--- src/rtl/ternary_serial_encoder.sv ---
// Binary-to-ternary serializer, LSB trit first, 2-bit trit encoding.
// Optional TERNARY_ENC_SKIP_LZ_EN: stop after the top non-zero trit.
module ternary_serial_encoder #(
  parameter int WIDTH  = 8,
  parameter int NTRITS = 6
) (
  input  logic             clk,
  input  logic             rst,
  input  logic             in_valid,
  output logic             in_ready,
  input  logic [WIDTH-1:0] in_data,
  output logic             out_valid,
  input  logic             out_ready,
  output logic [1:0]       out_trit,
  output logic             out_last
);

  localparam int CW = (NTRITS > 1) ? $clog2(NTRITS) : 1;
  localparam logic [CW-1:0] CNT_MAX = CW'(NTRITS - 1);

  typedef enum logic {
    IDLE,
    SEND
  } state_t;

  state_t           state;
  logic [WIDTH-1:0] q;
  logic [WIDTH-1:0] q_div;
  logic [1:0]       q_mod;
  logic [CW-1:0]    cnt;
  logic             last_c;
  logic             send;

  // Constant divide-by-3 and remainder of the current quotient.
  always_comb begin
    q_div = q / WIDTH'(3);
    q_mod = 2'(q - q_div * WIDTH'(3));
  end

  // Final-trit detection; early stop once the next quotient is zero.
  always_comb begin
`ifdef TERNARY_ENC_SKIP_LZ_EN
    last_c = (cnt == CNT_MAX) || (q_div == '0);
`else
    last_c = (cnt == CNT_MAX);
`endif
  end

  assign send      = (state == SEND);
  assign in_ready  = (state == IDLE);
  assign out_valid = send;
  assign out_trit  = send ? q_mod : 2'b00;
  assign out_last  = send & last_c;

  // Accept a word in IDLE, shift out one trit per output handshake.
  always_ff @(posedge clk) begin
    if (rst) begin
      state <= IDLE;
      q     <= '0;
      cnt   <= '0;
    end else begin
      unique case (state)
        IDLE: begin
          if (in_valid) begin
            q     <= in_data;
            cnt   <= '0;
            state <= SEND;
          end
        end
        SEND: begin
          if (out_ready) begin
            if (last_c) begin
              state <= IDLE;
            end else begin
              q   <= q_div;
              cnt <= cnt + CW'(1);
            end
          end
        end
        default: state <= IDLE;
      endcase
    end
  end

endmodule

--- config.mk ---
export PLATFORM = sky130hd
export DESIGN_NAME = ternary_serial_encoder
export DESIGN_NICKNAME = d
export VERILOG_FILES = /design/src/rtl/ternary_serial_encoder.sv
export SDC_FILE = /design/constraint.sdc
export NUM_CORES = 1
export LEC_CHECK = 0
export ABC_CLOCK_PERIOD_IN_PS = 3200
export CORE_MARGIN = 3
export CORE_UTILIZATION = 50
export DETAILED_ROUTE_END_ITERATION = 8
export DONT_BUFFER_PORTS = 1
export PLACE_DENSITY = 0.68
export SETUP_SLACK_MARGIN = 0.5
export SYNTH_ARGS = -nofsm -noshare
export SYNTH_HDL_FRONTEND = slang
export SYNTH_SLANG_ARGS = --single-unit
--- constraint.sdc ---
create_clock -name clk -period 3.2 [get_ports clk]
set_input_delay 0.32 -clock clk [delete_from_list [all_inputs] [get_ports clk]]
set_output_delay 0.32 -clock clk [all_outputs]
set_load 0.05 [all_outputs]
## Yosys cells after proc, flatten, opt, wreduce, memory -nomap -nowiden

Cells that the tools add are included.

| storage, ports and cells | value |
|---|---|
| word-level logic and storage cells | 27 |
| register bits | 12 |

| operators by class | value |
|---|---|
| muxes and demuxes | 13 |
| add/sub/neg operators | 2 |
| multiply operators | 1 |
| reduce and logical (&&, ||, !) cells | 1 |
| equality and inequality tests | 4 |
| div/mod/pow operators | 1 |
| bitwise logic cells | 2 |

Operators by type and width:

| cell | number |
|---|---|
| 2-to-1 mux 8 bit | 3 |
| case mux 8 bit (2 select lines) | 1 |
| 2-to-1 mux 3 bit | 3 |
| divider 8 x 2 -> 8 bit, second input constant | 1 |
| multiplier 8 x 2 -> 2 bit, second input constant | 1 |
| != test 2 bit, second input constant | 3 |
| case mux 3 bit (2 select lines) | 1 |
| adder 3 x 1 -> 3 bit, second input constant | 1 |
| == test 3 bit, second input constant | 1 |
| 2-to-1 mux 1 bit | 3 |
| AND reduction 3 bit | 1 |
| 2-to-1 mux 2 bit | 1 |
| case mux 1 bit (2 select lines) | 1 |
| subtractor 2 bit | 1 |
| bitwise AND 1 bit | 1 |
| NOT 1 bit | 1 |

## Longest topological paths before layout

| depth | value |
|---|---|
| depth after elaboration | 4 |
| depth in mapped cells | 18 |
| mapped depth without buffers | 17 |

## Worst setup path after synthesis

No wires, ideal clock.

| timing path | value |
|---|---|
| kind | reg-to-output |
| start | register q[4] |
| end | output out_trit[1] |
| cell stages (with the launch flop) | 17 |
| required time | 2.880 ns |
| data arrival time | 3.647 ns |
| path slack | -0.767 ns |
| cells stage by stage | dfxtp_1 -> buf_6 -> and2b_4 -> nor2_1 -> mux2_2 -> a211o_2 -> ha_1 -> a2111oi_2 -> nor3_2 -> ha_1 -> inv_1 -> ha_1 -> nor2_1 -> xnor2_1 -> xnor2_1 -> xnor2_1 -> nor2_1 |

| between the ends | value |
|---|---|
| longest elaborated chain between the ends | 4 |

RTL lines:

| what | line | source |
|---|---|---|
| from (decl) | 27 | `logic [WIDTH-1:0] q;` |
| from (signal assigned) | 65 | `q <= in_data;` |
| from (signal assigned) | 75 | `q <= q_div;` |
| divider 8 x 2 -> 8 bit | 36 | `q_div = q / WIDTH'(3);` |
| multiplier 8 x 2 -> 2 bit | 37 | `q_mod = 2'(q - q_div * WIDTH'(3));` |
| subtractor 2 bit | 37 |  |
| 2-to-1 mux 2 bit | 52 | `assign out_trit = send ? q_mod : 2'b00;` |
| to (decl) | 14 | `output logic [1:0] out_trit,` |

No other way between the ends.

## Worst setup path in the final report

Ends and elaborated chain as after synthesis.

==> results by group <==
Run status
  – Status: finished, violations left
  – Failing checks: setup timing

Power
  – Logic pwr share: between 60% and 70%
  – Power Dens Cells: 468 mW/mm²
  – Sequential power share: a little over a fifth
  – Switching portion of total power: 39.3%
  – Static Leak: 0.000708 µW
  – Sw power: 332 µW
  – Cell-internal power: 512 µW
  – Worst vdd ir: 487 µV
  – Total chip power: 844 µW
  – Clock network fraction of total power: 14.1%

Synth
  – Main synth FF type: dfxtp_1
  – Synthesized Nets: ~180
  – FFs w/ async S/R, synth: 0%
  – Syn Inst Count: 163
  – Syn avg cell area: around 7.5 µm²
  – Yosys reg bits: 12
  – Sequential area share after synthesis: approximately a fifth
  – Ys Warns: 0
  – Top-area cell type share of the netlist area: between 10% and 20%
  – Area leader, netlist: dfxtp_1
  – Area of the mapped netlist: approximately 0.0012 mm²
  – EDFF count, synth: 0
  – Synth cell types: 46
  – Largest cells by area after synthesis: dfxtp_1 20%, nor2_1 8.3%, a21oi_1 6.9%

Floorplanning
  – # rows: 17
  – Initial Utilization: 53.9%
  – # IOs: 17
  – Die Ht: 55.5 µm
  – Placeable core region: ~0.0023 mm²
  – Die width: 55.5 µm
  – Die footprint: slightly above 0.003 mm²

Layout
  – Post-layout util: 79.2%
  – Finished layout cell area: approximately 0.0018 mm²
  – Layout cell share with drive strength beyond 1: 42.6%
  – Finished Layout Cells: 225
  – Final Net Count: around 220
  – Ant. Diodes: 0
  – Synth-to-layout area growth: 46.8%

Global route
  – Vias in the first global route: 1296
  – Gr usage total: 22.6%
  – First-pass GRT wire length: around 5700 µm
  – Largest net degree at the start of global routing: 14
  – GRT overflow: 0
  – Initial antenna violation count: 0

Clocking
  – Clk root buf: clkbuf_4
  – Num CTS Buffers: 3
  – CTS tree: yes
  – Maximum root-to-sink buffer count: 2
  – Clock Latency Late Sink: 270 ps
  – Htree depth: 1
  – Clk sinks: 12
  – Clock transition at path regs: 80 ps

STA
  – RSZ-0062 raised after global routing: true
  – Fin crit share: 124%
  – FMAX: 0.252 GHz
  – Fin. max-slew vios: 0
  – Worst setup margin: -764 ps
  – Final setup violation count: 2
  – Clock Skews: roughly 8.3 ps
  – Rel. slew slack: 41.8%
  – Post-layout min period: 3960 ps
  – Final Hold Viols: 0
  – Slew @ Worst Pin: ~870 ps

Worst setup path
  – CP Capture Type: output pin
  – Worst path bufs/invs: 2
  – CP peak stage delay: 390 ps
  – Worst flop-to-flop path endpoint: q[0]
  – CP delay by family, top: compound AO/OA/AOI/OAI gates
  – CP Max Fanout: 7
  – Setup crit start kind: flop
  – CP required: 2880 ps
  – Worst Reg-to-Reg Cells: 14
  – WS Path Type: reg2out
  – CP cell instances: buf_6, nor3b_4, a21oi_2, a2111oi_4, a211o_4, ha_4, nor3b_2, a22o_1, nor3_4, ha_4, ha_4, nor2_2, xnor2_1, xnor2_1, xnor2_1, nor2_4, buf_12
  – CP max stage cell: dfxtp_4
  – Crit path DAT: 3640 ps
  – R2R setup slack: 410 ps
  – Worst R2R Start: q[4]

Detailed routing
  – WL/cell: 16.3 µm
  – Residual DRC: 0
  – Final wirelength: around 3700 µm
  – Initial DRC count: 58
  – Via count: 1367
  – Number of routed nets with antenna violations: 0
  – DRT Pass-1 Iters: 5
  – Post-DR vias/cell: 6.08

Placement
  – Port bufs: 0
  – Worst slack, placed: -575 ps
  – Post-DP HPWL: roughly 2600 µm
  – Placed Cells: 214
  – GP Congestion: 0.931
  – DP Area: 0.00155 mm²

Min path
  – Hold Path Class: in2reg
  – Hold wc startpoint: rst
  – Hold path cells: 1
  – Hold Path End: q[7]

Job
  – Max-cap viol count: 0
-- per-stage QoR --
step / hold slack [ps] / TNS (ps)
CTS: 94.1 / -1080
detailed placement: 388 / -876
global route: 95.0 / -1490
global placement: 388 / -745
floorplan: 386 / -521
finish: 96.4 / -1210
-- placed cells by master (no fill, tap or decap), types with 5 or more instances in the layout --
| cell | instances |
|---|---|
| nor2_1 | 23 |
| a211oi_1 | 5 |
| o21ai_0 | 7 |
| nor2b_1 | 5 |
| a21oi_1 | 16 |
| nand2_1 | 9 |
| buf_4 | 38 |
| inv_1 | 5 |
| dfxtp_1 | 8 |
| a22oi_1 | 5 |
-- cell type report --
type                            instances  area (µm²)
Tap cell                               28        35.0
Timing Repair Buffer                   43         359
Clock buffer                            4        36.3
Fill cell                             159         474
Inverter                                6        22.5
Multi-Input combinational cell        132        1100
Sequential cell                        12         253
-- Yosys cell counts, drive strengths merged (2+ instances only) --
| cell | count |
|---|---|
| o21ai | 9 |
| nor2 | 27 |
| ha | 6 |
| xnor2 | 6 |
| a22oi | 5 |
| nand3 | 2 |
| dfxtp | 12 |
| nor3 | 3 |
| nand2b | 2 |
| inv | 6 |
| nor3b | 3 |
| nand2 | 10 |
| mux2 | 2 |
| o22ai | 2 |
| clkbuf | 5 |
| a21oi | 17 |
| nand3b | 2 |
| a211oi | 6 |
| nor4bb | 2 |
| nor2b | 7 |
| a2111oi | 3 |
| a211o | 2 |
| buf | 8 |
-- logic make-up (layout without fill, tap and decap cells) --
kind of cell	after synthesis	count (layout)	synth area share, %
AOI/OAI and AO/OA	55	55	31.6
muxes	2	2	1.83
xor gates and xnor gates	7	7	5.00
adders and majority gates	6	6	6.12
buffers and inverters	19	53	8.56
and+or+nand+nor	62	62	27.3
DFF	12	12	19.6
-- worst max-delay path by stage --
stage / startpoint / depth (start not counted) / end
after floorplan: q[4] / 16 / out_trit[1]
after CTS: q[3] / 16 / out_trit[1]
after global routing: q[6] / 18 / out_trit[1]
after detailed placement: q[7] / 18 / out_trit[1]
final: q[4] / 17 / out_trit[1]
after global placement: q[4] / 18 / out_trit[1]
-- per-layer routing --
| metal | part of all wire (%) | vias up | GRT usage [%] |
|---|---|---|---|
| met5 | 0 | - | 0 |
| met4 | 1.8 | 0 | 6.60 |
| met3 | 4.7 | 9 | 2.57 |
| met2 | 51 | 45 | 40.2 |
| met1 | 43 | 652 | 28.3 |
| li1 | - | 661 | - |
-- sequential cells by signal (all words and copies together), names as in the netlist --
register,count
out_valid,1
q,8
cnt,3
-- power by group through the flow --
stage | Clock (µW) | Combinational [µW] | Sequential [µW]
after floorplan | 0 | 303 | 175
after global placement | 0 | 414 | 178
after detailed placement | 0 | 423 | 179
after CTS | 121 | 488 | 175
after global routing | 126 | 585 | 177
final | 119 | 549 | 176
-- repair_timing --
| action | CTS | global route |
|---|---|---|
| hold buffers | 0 | 0 |
| resized for setup | 17 | 14 |
| setup endpoints to repair | 2 | 3 |
| buffers inserted | 4 | 3 |
| cloned | 0 | 0 |
| pin swaps | 12 | 3 |
No activity file was read; power rests on OpenSTA's default activity.
